==> config.mk <==
export PLATFORM = sky130hd
export DESIGN_NAME = bcd_seq_divider
export DESIGN_NICKNAME = d
export VERILOG_FILES = /design/src/rtl/bcd_seq_divider.sv
export SDC_FILE = /design/constraint.sdc
export NUM_CORES = 1
export LEC_CHECK = 0
export ABC_AREA = 0
export BUFFER_PORTS_ARGS = -buffer_cell sky130_fd_sc_hd__buf_4
export CORE_MARGIN = 3
export CORE_UTILIZATION = 30
export CTS_CLUSTER_SIZE = 8
export DETAILED_ROUTE_END_ITERATION = 12
export HOLD_SLACK_MARGIN = 0.08
export REMOVE_ABC_BUFFERS = 1
export SETUP_SLACK_MARGIN = 0.02
export SYNTH_ARGS = -nofsm -noshare
export SYNTH_HDL_FRONTEND = slang
export SYNTH_SLANG_ARGS = --single-unit
==> constraint.sdc <==
create_clock -name clk -period 7.1 [get_ports clk]
set_input_delay 0.71 -clock clk [delete_from_list [all_inputs] [get_ports clk]]
set_output_delay 0.71 -clock clk [all_outputs]
set_load 0.02 [all_outputs]
==> src/rtl/bcd_seq_divider.sv <==
// Sequential BCD divider: converts packed-BCD operands to binary, divides with a
// restoring shift-subtract loop, then converts quotient and remainder back to BCD.
module bcd_seq_divider #(
    parameter int NDIG = 2
) (
    input  logic              clk,
    input  logic              reset,
    input  logic              start,
    input  logic [4*NDIG-1:0] a_bcd,
    input  logic [4*NDIG-1:0] b_bcd,
    output logic              busy,
    output logic              done,
    output logic [4*NDIG-1:0] q_bcd,
    output logic [4*NDIG-1:0] r_bcd,
    output logic              div_zero,
    output logic              in_err
);
    localparam int W  = 4 * NDIG;
    localparam int CW = $clog2(W + 1);
    localparam logic [CW-1:0] CONV_LAST = CW'(NDIG - 1);
    localparam logic [CW-1:0] LOOP_LAST = CW'(W - 1);
    localparam logic [W-1:0]  TEN       = W'(10);

    typedef enum logic [2:0] {S_IDLE, S_CONV, S_DIV, S_CVT, S_DONE} state_t;

    state_t         state_q, state_d;
    logic [CW-1:0]  cnt_q, cnt_d;
    logic [W-1:0]   a_sh_q, a_sh_d, b_sh_q, b_sh_d;
    // quo_q holds the binary dividend, is shifted into quotient bits during DIV,
    // and is shifted out MSB-first into the BCD converter during CVT.
    logic [W-1:0]   quo_q, quo_d, div_q, div_d, rem_q, rem_d;
    logic [W-1:0]   qacc_q, qacc_d, racc_q, racc_d;
    logic           err_q, err_d, dz_q, dz_d;
    logic           done_q, done_d, div_zero_q, div_zero_d, in_err_q, in_err_d;
    logic [W-1:0]   q_bcd_q, q_bcd_d, r_bcd_q, r_bcd_d;

    logic [3:0]     a_dig, b_dig;
    logic [W:0]     trial, diff;
    logic [W-1:0]   q_adj, r_adj;

    function automatic logic [W-1:0] add3(input logic [W-1:0] v);
        logic [W-1:0] o;
        o = v;
        for (int i = 0; i < NDIG; i++)
            if (o[4*i +: 4] >= 4'd5) o[4*i +: 4] = o[4*i +: 4] + 4'd3;
        return o;
    endfunction

    always_comb begin
        // NOTE: every signal written here gets a default first, so no path can
        // leave one unassigned and infer a latch.
        state_d    = state_q;
        cnt_d      = cnt_q;
        a_sh_d     = a_sh_q;
        b_sh_d     = b_sh_q;
        quo_d      = quo_q;
        div_d      = div_q;
        rem_d      = rem_q;
        qacc_d     = qacc_q;
        racc_d     = racc_q;
        err_d      = err_q;
        dz_d       = dz_q;
        done_d     = 1'b0;
        div_zero_d = div_zero_q;
        in_err_d   = in_err_q;
        q_bcd_d    = q_bcd_q;
        r_bcd_d    = r_bcd_q;
        a_dig      = a_sh_q[W-1 -: 4];
        b_dig      = b_sh_q[W-1 -: 4];
        trial      = {rem_q, quo_q[W-1]};
        diff       = trial - {1'b0, div_q};
        q_adj      = add3(qacc_q);
        r_adj      = add3(racc_q);

        unique case (state_q)
            S_IDLE: if (start) begin
                a_sh_d  = a_bcd;
                b_sh_d  = b_bcd;
                quo_d   = '0;
                div_d   = '0;
                err_d   = 1'b0;
                dz_d    = 1'b0;
                cnt_d   = '0;
                state_d = S_CONV;
            end
            S_CONV: begin
                quo_d  = quo_q * TEN + W'(a_dig);
                div_d  = div_q * TEN + W'(b_dig);
                err_d  = err_q | (a_dig > 4'd9) | (b_dig > 4'd9);
                a_sh_d = a_sh_q << 4;
                b_sh_d = b_sh_q << 4;
                cnt_d  = cnt_q + 1'b1;
                if (cnt_q == CONV_LAST) begin
                    cnt_d   = '0;
                    rem_d   = '0;
                    dz_d    = (div_d == '0);
                    state_d = (err_d || dz_d) ? S_DONE : S_DIV;
                end
            end
            S_DIV: begin
                // A non-negative trial difference means the divisor fits: keep it.
                if (!diff[W]) begin
                    rem_d = diff[W-1:0];
                    quo_d = {quo_q[W-2:0], 1'b1};
                end else begin
                    rem_d = trial[W-1:0];
                    quo_d = {quo_q[W-2:0], 1'b0};
                end
                cnt_d = cnt_q + 1'b1;
                if (cnt_q == LOOP_LAST) begin
                    cnt_d   = '0;
                    qacc_d  = '0;
                    racc_d  = '0;
                    state_d = S_CVT;
                end
            end
            S_CVT: begin
                qacc_d = {q_adj[W-2:0], quo_q[W-1]};
                racc_d = {r_adj[W-2:0], rem_q[W-1]};
                quo_d  = {quo_q[W-2:0], 1'b0};
                rem_d  = {rem_q[W-2:0], 1'b0};
                cnt_d  = cnt_q + 1'b1;
                if (cnt_q == LOOP_LAST) begin
                    cnt_d   = '0;
                    state_d = S_DONE;
                end
            end
            S_DONE: begin
                done_d     = 1'b1;
                in_err_d   = err_q;
                div_zero_d = dz_q & ~err_q;
                q_bcd_d    = (err_q || dz_q) ? '0 : qacc_q;
                r_bcd_d    = (err_q || dz_q) ? '0 : racc_q;
                state_d    = S_IDLE;
            end
            default: state_d = S_IDLE;
        endcase
    end

    // NOTE: state registers use non-blocking assignments only, so every flop
    // samples the pre-edge value of its neighbours regardless of statement order.
    always_ff @(posedge clk or posedge reset) begin
        if (reset) begin
            // NOTE: the datapath is plain flops rather than a memory array, so it is
            // all cleared here; nothing can leak from an aborted operation.
            state_q    <= S_IDLE;
            cnt_q      <= '0;
            a_sh_q     <= '0;
            b_sh_q     <= '0;
            quo_q      <= '0;
            div_q      <= '0;
            rem_q      <= '0;
            qacc_q     <= '0;
            racc_q     <= '0;
            err_q      <= 1'b0;
            dz_q       <= 1'b0;
            done_q     <= 1'b0;
            div_zero_q <= 1'b0;
            in_err_q   <= 1'b0;
            q_bcd_q    <= '0;
            r_bcd_q    <= '0;
        end else begin
            state_q    <= state_d;
            cnt_q      <= cnt_d;
            a_sh_q     <= a_sh_d;
            b_sh_q     <= b_sh_d;
            quo_q      <= quo_d;
            div_q      <= div_d;
            rem_q      <= rem_d;
            qacc_q     <= qacc_d;
            racc_q     <= racc_d;
            err_q      <= err_d;
            dz_q       <= dz_d;
            done_q     <= done_d;
            div_zero_q <= div_zero_d;
            in_err_q   <= in_err_d;
            q_bcd_q    <= q_bcd_d;
            r_bcd_q    <= r_bcd_d;
        end
    end

    assign busy     = (state_q == S_CONV) || (state_q == S_DIV) || (state_q == S_CVT);
    assign done     = done_q;
    assign q_bcd    = q_bcd_q;
    assign r_bcd    = r_bcd_q;
    assign div_zero = div_zero_q;
    assign in_err   = in_err_q;
endmodule

# After elaboration in Yosys (flattened, before gate mapping)
# Cells that the tools add are included.
[totals]
ff_bits = 84
[op_classes]
n_addsub = 8
multipliers = 2
order_cmp = 6
n_eq_ne = 10
n_mux = 35
bitwise_logic = 4
n_reduce_logical = 19
[op_table]
columns = ["op", "n"]
rows = [
  ["case mux 8 bit (2 select lines)", 5],
  ["2-to-1 mux 8 bit", 8],
  ["case mux 8 bit (4 select lines)", 1],
  ["case mux 8 bit (3 select lines)", 1],
  ["2-to-1 mux 3 bit", 7],
  ["2-to-1 mux 4 bit", 5],
  ["adder 8 x 4 -> 8 bit", 2],
  ["greater-or-equal comparator 4 x 3 -> 1 bit, second input constant", 4],
  ["multiplier 8 x 3 -> 7 bit, second input constant", 2],
  ["case mux 3 bit (4 select lines)", 1],
  ["case mux 4 bit (3 select lines)", 1],
  ["AND reduction 2 bit", 5],
  ["subtractor 9 x 8 -> 9 bit", 1],
  ["adder 4 x 2 -> 4 bit, second input constant", 2],
  ["> comparator 4 bit, second input constant", 2],
  ["zero test 8 bit", 1],
  ["!= test 2 bit, second input constant", 4],
  ["adder 3 x 2 -> 3 bit, second input constant", 2],
  ["equality test 3 x 2 -> 1 bit, second input constant", 2],
  ["nonzero test 3 bit", 2],
  ["adder 4 x 1 -> 4 bit, second input constant", 1],
  ["equality test 4 x 1 -> 1 bit, second input constant", 1],
  ["equality test 4 x 3 -> 1 bit, second input constant", 1],
  ["logical OR 1 bit", 4],
  ["other kinds (13)", 19],
]

# Longest topological paths before layout
# Gate-level depths: netlist of run 1.
[logic_depth]
word_depth = 7
mapped_depth = 9

# Least setup slack after synthesis of run 1
# No wires, ideal clock.
[synth_path]
path_type = "register -> register"
start = "register div_q[1]"
end = "register state_q[2]"
arrival_time_ns = 2.431
setup_slack_ns = 4.548
path_stages_with_launch = 10
synth_period_minus_slack_ns = 2.552
path_cell_list = "dfrtp_1 > ha_1 > ha_1 > fa_1 > xor2_1 > o2111ai_1 > xor2_1 > xnor2_1 > o21ai_0 > a22o_1"
[synth_between]
elab_chain_cells = 7
[synth_lines]
columns = ["item", "line_no", "source"]
rows = [
  ["from (decl)", "31", "logic [W-1:0] quo_q, quo_d, div_q, div_d, rem_q, rem_d;"],
  ["from (signal assigned)", "168", "div_q <= div_d;"],
  ["multiplier 8 x 3 -> 7 bit", "88", "div_d = div_q * TEN + W'(b_dig);"],
  ["adder 8 x 4 -> 8 bit", "88", ""],
  ["zero test 8 bit", "96", "dz_d = (div_d == '0);"],
  ["logical OR 1 bit", "97", "state_d = (err_d || dz_d) ? S_DONE : S_DIV;"],
  ["2-to-1 mux 3 bit", "97", ""],
  ["2-to-1 mux 3 bit", "93", "if (cnt_q == CONV_LAST) begin"],
  ["case mux 3 bit (4 select lines)", "75", "unique case (state_q)"],
  ["to (signal assigned)", "163", "state_q <= state_d;"],
  ["to (decl)", "26", "state_t state_q, state_d;"],
]
# Every way passes these cells. The select of a mux whose other input is x is not followed.
# A chain may end at the register's enable or synchronous reset.

# Worst setup path in the final report of run 1
# Same ends and word-level chain as after synthesis.

==> impl_metrics.json, run 1 <==
{
  "cp_top_family": "adder cells",
  "post-cts-setup-buffers": 0,
  "yosysWarnings": 0,
  "wl_um": 10600,
  "crit_arrival_ps": 2990,
  "tightest_slew_ps": 1090,
  "grt_pass1_wl_um": 18200,
  "die_w_um": 132,
  "die-area_mm2": 0.0175,
  "die_y_um": 132,
  "cts_sinks": 84,
  "ctsResizeCount": 0,
  "gr-total-overflow": 0,
  "hpwl_um": 7580,
  "finalCritPeriodShare_pct": 38.8,
  "synthArstFlopShare_pct": 100,
  "wl_per_cell_um": 14.0,
  "ant_nets": 0,
  "initial_core_util_pct": 31.1,
  "design_area_mm2": 0.00560,
  "path_class": "reg -> reg",
  "powerDensity_mw_per_mm2": 509,
  "gp_congestion": 0.813,
  "routed_via_density": 4.96,
  "ys_types": 52,
  "final_max_slew_viol_count": 0,
  "cts_tree": "done",
  "core_area_mm2": 0.0154,
  "hold_path_startpoint": "r_bcd[2]",
  "hold_path_class": "reg -> reg",
  "crit_path_start_kind": "register",
  "clkLatencyLatePin_ps": 340,
  "antenna_found_initial": 0,
  "finalSetupViolations": 0,
  "synth_edf_count": 0,
  "synthFlopType": "dfrtp_1",
  "status": "completed",
  "fmax_ghz": 0.363,
  "vias": 3750,
  "grt_usage_pct": 12.6,
  "finish.net_count": 602,
  "slew_headroom_pct": 26.9,
  "slowest_delay_ps": 430,
  "synth.yosys.seq_area_share_pct": 43.9,
  "layout-drive-gt1-share_pct": 12.3,
  "path_cells": "ha_1 > ha_1 > fa_1 > xor2_1 > o2111ai_1 > xor2_1 > xnor2_1 > o21ai_0 > a22o_1",
  "required_ps": 7340,
  "boundaryPins": 39,
  "cp_slowest_cell": "dfrtp_1",
  "cts-hold-fix-buffers": 0,
  "crit_start": "div_q[1]",
  "rr_startpoint": "div_q[1]",
  "synth_area_per_cell_um2": 9.45,
  "finalSetupTns_ps": 0,
  "h-tree-depth": 3,
  "grt_pass1_vias": 3829,
  "clkTransAtPathRegs_ps": 70,
  "finalHoldViolations": 0,
  "ir_worst_vdd_uv": 185,
  "rsz0062_at_grt": "no",
  "synth.cell_area_mm2": 0.00479,
  "drt_iter0_markers": 245,
  "num_rows": 45,
  "num_antenna_cells": 0,
  "grt_max_degree": 85,
  "syn_to_final_growth_pct": 16.9,
  "skew_ps": 4.91,
  "layout_min_cycle_time_ps": 2760,
  "cp-end-kind": "register",
  "p_leak_uw": 0.00261,
  "drc_errors": 0,
  "synthCells": 507,
  "place_area_mm2": 0.00528,
  "ys_seq_elements": 84,
  "io_buffers": 38,
  "root_buffer": "clkbuf_16",
  "dr.pass1.iters": 5,
  "ctsLongestPathBuffers": 2,
  "cts_buffers": 9,
  "path_buf_inv": 0,
  "cap_violations": 0,
  "crit_fanout": 4
}
==> power by group <==
part | leakage, uW | internal, uW | switching [uW]
Combinational | 0.00135 | 654 | 858
Sequential | 0.00110 | 653 | 169
Clock | 0.000156 | 311 | 204
==> layer usage <==
metal / GRT usage, % / vias up / share of wire [%]
li1: - / 1848 / -
met1: 16.6 / 1806 / 47
met2: 20.4 / 81 / 47
met3: 3.82 / 15 / 4.7
met4: 3.18 / 0 / 1.4
met5: 0 / - / 0
==> Yosys cell counts (3+ instances only) <==
master    instances  area, um^2
nor2_1           42         158
nand2_1          68         255
a31oi_1           4        25.0
a22o_1           11        96.3
clkbuf_1         14        52.6
o21ai_0          53         265
o21a_1            3        22.5
a21o_1            6        45.0
a221oi_1          3        26.3
mux2i_1           6        60.1
fa_1              5         100
nor2b_1           3        18.8
o22ai_1          17         106
a22oi_1           6        45.0
nand3_1           9        45.0
ha_1             38         475
inv_1            30         113
xnor2_1          18         158
xor2_1            8        70.1
dfrtp_1          84        2100
nor3_1           11        55.1
a21oi_1          19        95.1
nand2b_1          8        50.1
o21ai_1           6        30.0
a222oi_1          3        30.0
==> state kept, by name, summed over array words and instances, names as in the netlist <==
signal    cells
a_sh_q        8
b_sh_q        8
div_q         8
q_bcd         8
qacc_q        8
quo_q         8
r_bcd         8
racc_q        8
rem_q         8
cnt_q         4
state_q       3
div_zero      1
done          1
dz_q          1
err_q         1
in_err        1
==> cell families (layout without fill, tap and decap cells) <==
family	after synthesis	after routing	synth area share (%)
AO/OA/AOI/OAI	144	144	19.0
XOR/XNOR	27	27	5.33
adder cells (fa/ha/maj)	43	43	12.0
buffers and inverters	48	86	3.97
flip-flops	84	84	43.9
multiplexers	8	8	1.80
AND/OR/NAND/NOR	153	153	14.0
==> path summary, 6_finish.rpt <==
check | cells past startpoint | slack [ps] | to
worst max-delay path | 9 | 4340 | state_q[2]
worst min-delay path | 2 | 480 | r_bcd[2]
worst max register to register | 9 | 4340 | state_q[2]
worst min register to register | 2 | 480 | r_bcd[2]
max in group asynchronous | 3 | 5710 | div_q[4]
min in group asynchronous | 3 | 700 | q_bcd[2]
==> worst register-to-register path, stage by stage (launching register included) <==
cell	delay [ps]
dfrtp_1	430
ha_1	310
ha_1	220
fa_1	380
xor2_1	280
o2111ai_1	220
xor2_1	210
xnor2_1	240
o21ai_0	150
a22o_1	210
==> through the flow <==
stage                     total power (uW)  hold slack [ps]  util [%]  std cells  worst slack (ps)
after floorplan                       1960              466         -        489              4220
after global placement                2280              462      34.2        740              4430
after detailed placement              2350              471      34.2        740              4380
after CTS                             2870              487      36.3        756              4350
after global routing                  3110              516      36.3        756              4120
final                                 2850              478      36.3        756              4340
==> placed cells by master (no fill, tap or decap), types with 3 or more instances in the layout <==
master	n
nand2b_1	8
a31oi_1	4
mux2i_1	6
nand3_1	9
xor2_1	8
a221oi_1	3
clkbuf_16	9
nor3_1	11
a22oi_1	6
ha_1	38
o21ai_0	53
a21oi_1	19
o21ai_1	6
buf_4	40
nor2b_1	3
a21o_1	6
fa_1	5
xnor2_1	18
o22ai_1	17
o21a_1	3
a222oi_1	3
nand2_1	68
inv_1	29
a22o_1	11
nor2_1	42
dfrtp_1	84
==> layout make-up <==
cell class              count  area [um^2]
inverters                  30          114
fillers                  1585         9820
clock buffers               9          225
well taps                 211          264
repair buffers             40          300
clock inverters             7         98.8
multi-input cells         375         2500
flip-flops and latches     84         2100
No activity file was read; power rests on OpenSTA's default activity.
==> run 2, diff against run 1 <==
==> constraint.sdc (replaced) <==
create_clock -name clk -period 2.7 [get_ports clk]
set_input_delay 0.27 -clock clk [delete_from_list [all_inputs] [get_ports clk]]
set_output_delay 0.27 -clock clk [all_outputs]
set_load 0.02 [all_outputs]
==> run 2 against run 1 <==
Against the previous run:
- combinational power grew to 2.8 times the previous value
- worst hold slack worse by 330 ps
- highest routed layer unchanged
- sequential cell count stayed put
- count of clock-buffer cells in the layout up 3
- clock skew barely moved
- core utilization is 0.67 points higher
- maximum frequency grew 8.3%
==> impl_metrics.json, run 2 (same netlist as run 1, synthesis figures left out) <==
{
  "status": "completed",
  "skew_ps": 4.80,
  "hold_path_startpoint": "a_bcd[3]",
  "initial_core_util_pct": 31.1,
  "cap_violations": 0,
  "finalSetupTns_ps": 0,
  "final_common_cell": "dfrtp_1",
  "p_int_uw": 4270,
  "h-tree-depth": 3,
  "routed_via_density": 4.90,
  "rr_startpoint": "div_q[3]",
  "crit_fanout": 3,
  "root_buffer": "clkbuf_16",
  "hpwl_um": 7990,
  "grt_usage_pct": 12.9,
  "wl_per_cell_um": 14.0,
  "slew_headroom_pct": 47.5,
  "ir_worst_vdd_uv": 612,
  "setup_ws_ps": 155,
  "dp_slack_ps": 12.1,
  "final_cell_mix": "dfrtp_1, nand2_1, o21ai_0, buf_4, nor2_1",
  "num_rows": 45,
  "ctsLongestPathBuffers": 2,
  "hold_path_class": "in -> reg",
  "final_max_slew_viol_count": 0,
  "dr.pass1.iters": 4,
  "cts_buffers": 9,
  "switching_share_pct": 43.3,
  "finalSetupViolations": 0,
  "post-cts-setup-buffers": 0,
  "required_ps": 2930,
  "finalHoldViolations": 0,
  "powerDensity_mw_per_mm2": 1320,
  "wl_um": 10700,
  "combPwrFrac_pct": 55.3,
  "boundaryPins": 39,
  "layout-drive-gt1-share_pct": 14.4,
  "place_area_mm2": 0.00537,
  "design_area_mm2": 0.00571,
  "grt_max_degree": 44,
  "cp-end-kind": "register",
  "die_y_um": 132,
  "cts_sinks": 84,
  "gr-total-overflow": 0,
  "clkLatencyLatePin_ps": 340,
  "ant_nets": 0,
  "crit_start": "div_q[3]",
  "p_leak_uw": 0.00266,
  "clkTransAtPathRegs_ps": 60,
  "grt_pass1_wl_um": 18700,
  "finish.net_count": 614,
  "rsz0062_at_grt": "no",
  "crit_arrival_ps": 2780,
  "syn_to_final_growth_pct": 19.1,
  "path_cells": "ha_1 > ha_1 > fa_1 > xor2_2 > o2111ai_2 > xor2_2 > xnor2_2 > o21ai_1 > a22o_1",
  "num_antenna_cells": 0,
  "drc_errors": 0,
  "die-area_mm2": 0.0175,
  "tightest_slew_ps": 784,
  "fmax_ghz": 0.393,
  "io_buffers": 38,
  "gp_congestion": 0.829,
  "die_w_um": 132,
  "p_seq_share_pct": 28.6,
  "slowest_delay_ps": 410,
  "grt_pass1_vias": 3857,
  "cp_slowest_cell": "fa_1",
  "clkPwrFrac_pct": 16.1,
  "power_switching_uw": 3270,
  "finalCritPeriodShare_pct": 94.2,
  "crit_path_start_kind": "register",
  "drt_iter0_markers": 274,
  "core_area_mm2": 0.0154,
  "cts_tree": "done",
  "antenna_found_initial": 0,
  "layout_min_cycle_time_ps": 2540,
  "path_class": "reg -> reg",
  "vias": 3766
}
[run 2: cell types whose count changed in the layout (fill, tap and decap cells not counted), sizes merged]
cell	before	now
clkbuf	9	12
buf	40	51
clkinv	3	2
dlygate4sd3	0	1
bufinv	2	1
clkinvlp	1	2
inv	31	29
[run 2: final cells by class]
type | instances | area [um^2]
Multi-Input combinational cell | 375 | 2530
Tap cell | 211 | 264
Sequential cell | 84 | 2100
Clock buffer | 12 | 236
Timing Repair Buffer | 52 | 405
Clock inverter | 4 | 50.0
Inverter | 30 | 114
Fill cell | 1584 | 9720
[run 2: worst paths after layout]
kind,end,slack (ps),depth (start not counted)
hold reg to reg,q_bcd[7],480,2
setup / recovery,state_q[2],160,9
hold / removal,a_sh_q[3],150,2
max in group asynchronous,b_sh_q[7],1420,4
min in group asynchronous,r_bcd[5],600,3
setup reg to reg,state_q[2],160,9
[run 2: power groups by stage]
stage	combinational, uW	clock [uW]	sequential [uW]
final	4170	1220	2160
after floorplan	3000	0	2140
after detailed placement	4110	0	2180
after global routing	4720	1300	2230
after CTS	4150	1250	2160
after global placement	3960	0	2160
[run 2: what timing repair did]
item / 4_1_cts / 5_1_grt
gates cloned: 0 / 0
pin swaps: 0 / 2
resized for setup: 1 / 5
hold buffers: 1 / 0
hold endpoints to repair: 41 / 0
endpoints found under the setup margin: 1 / 3
[run 2: worst max-delay path, delay by kind of cell (launching register included)]
family                     cells  cell delay (ps)
xor gates and xnor gates       3              610
AOI/OAI and AO/OA              3              500
DFF                            1              400
adders and majority gates      3              930
[run 2: metrics by stage]
| step | power (uW) | cells | utilization (%) | hold WS (ps) |
|---|---|---|---|---|
| floorplan | 5140 | 489 | - | 410 |
| global placement | 6120 | 751 | 34.8 | 431 |
| detailed placement | 6290 | 751 | 34.8 | 440 |
| CTS | 7560 | 768 | 36.8 | 132 |
| global route | 8250 | 768 | 37.0 | 133 |
| finish | 7540 | 768 | 37.0 | 147 |
[run 2: routing by layer]
layer	vias up	share of wire, %	global-route usage (%)	routed length (um)
met5	-	0	0	0
met1	1813	47	16.7	5040
met4	0	1.3	4.16	136
li1	1879	-	-	-
met2	64	48	21.2	5120
met3	10	4.0	3.09	425
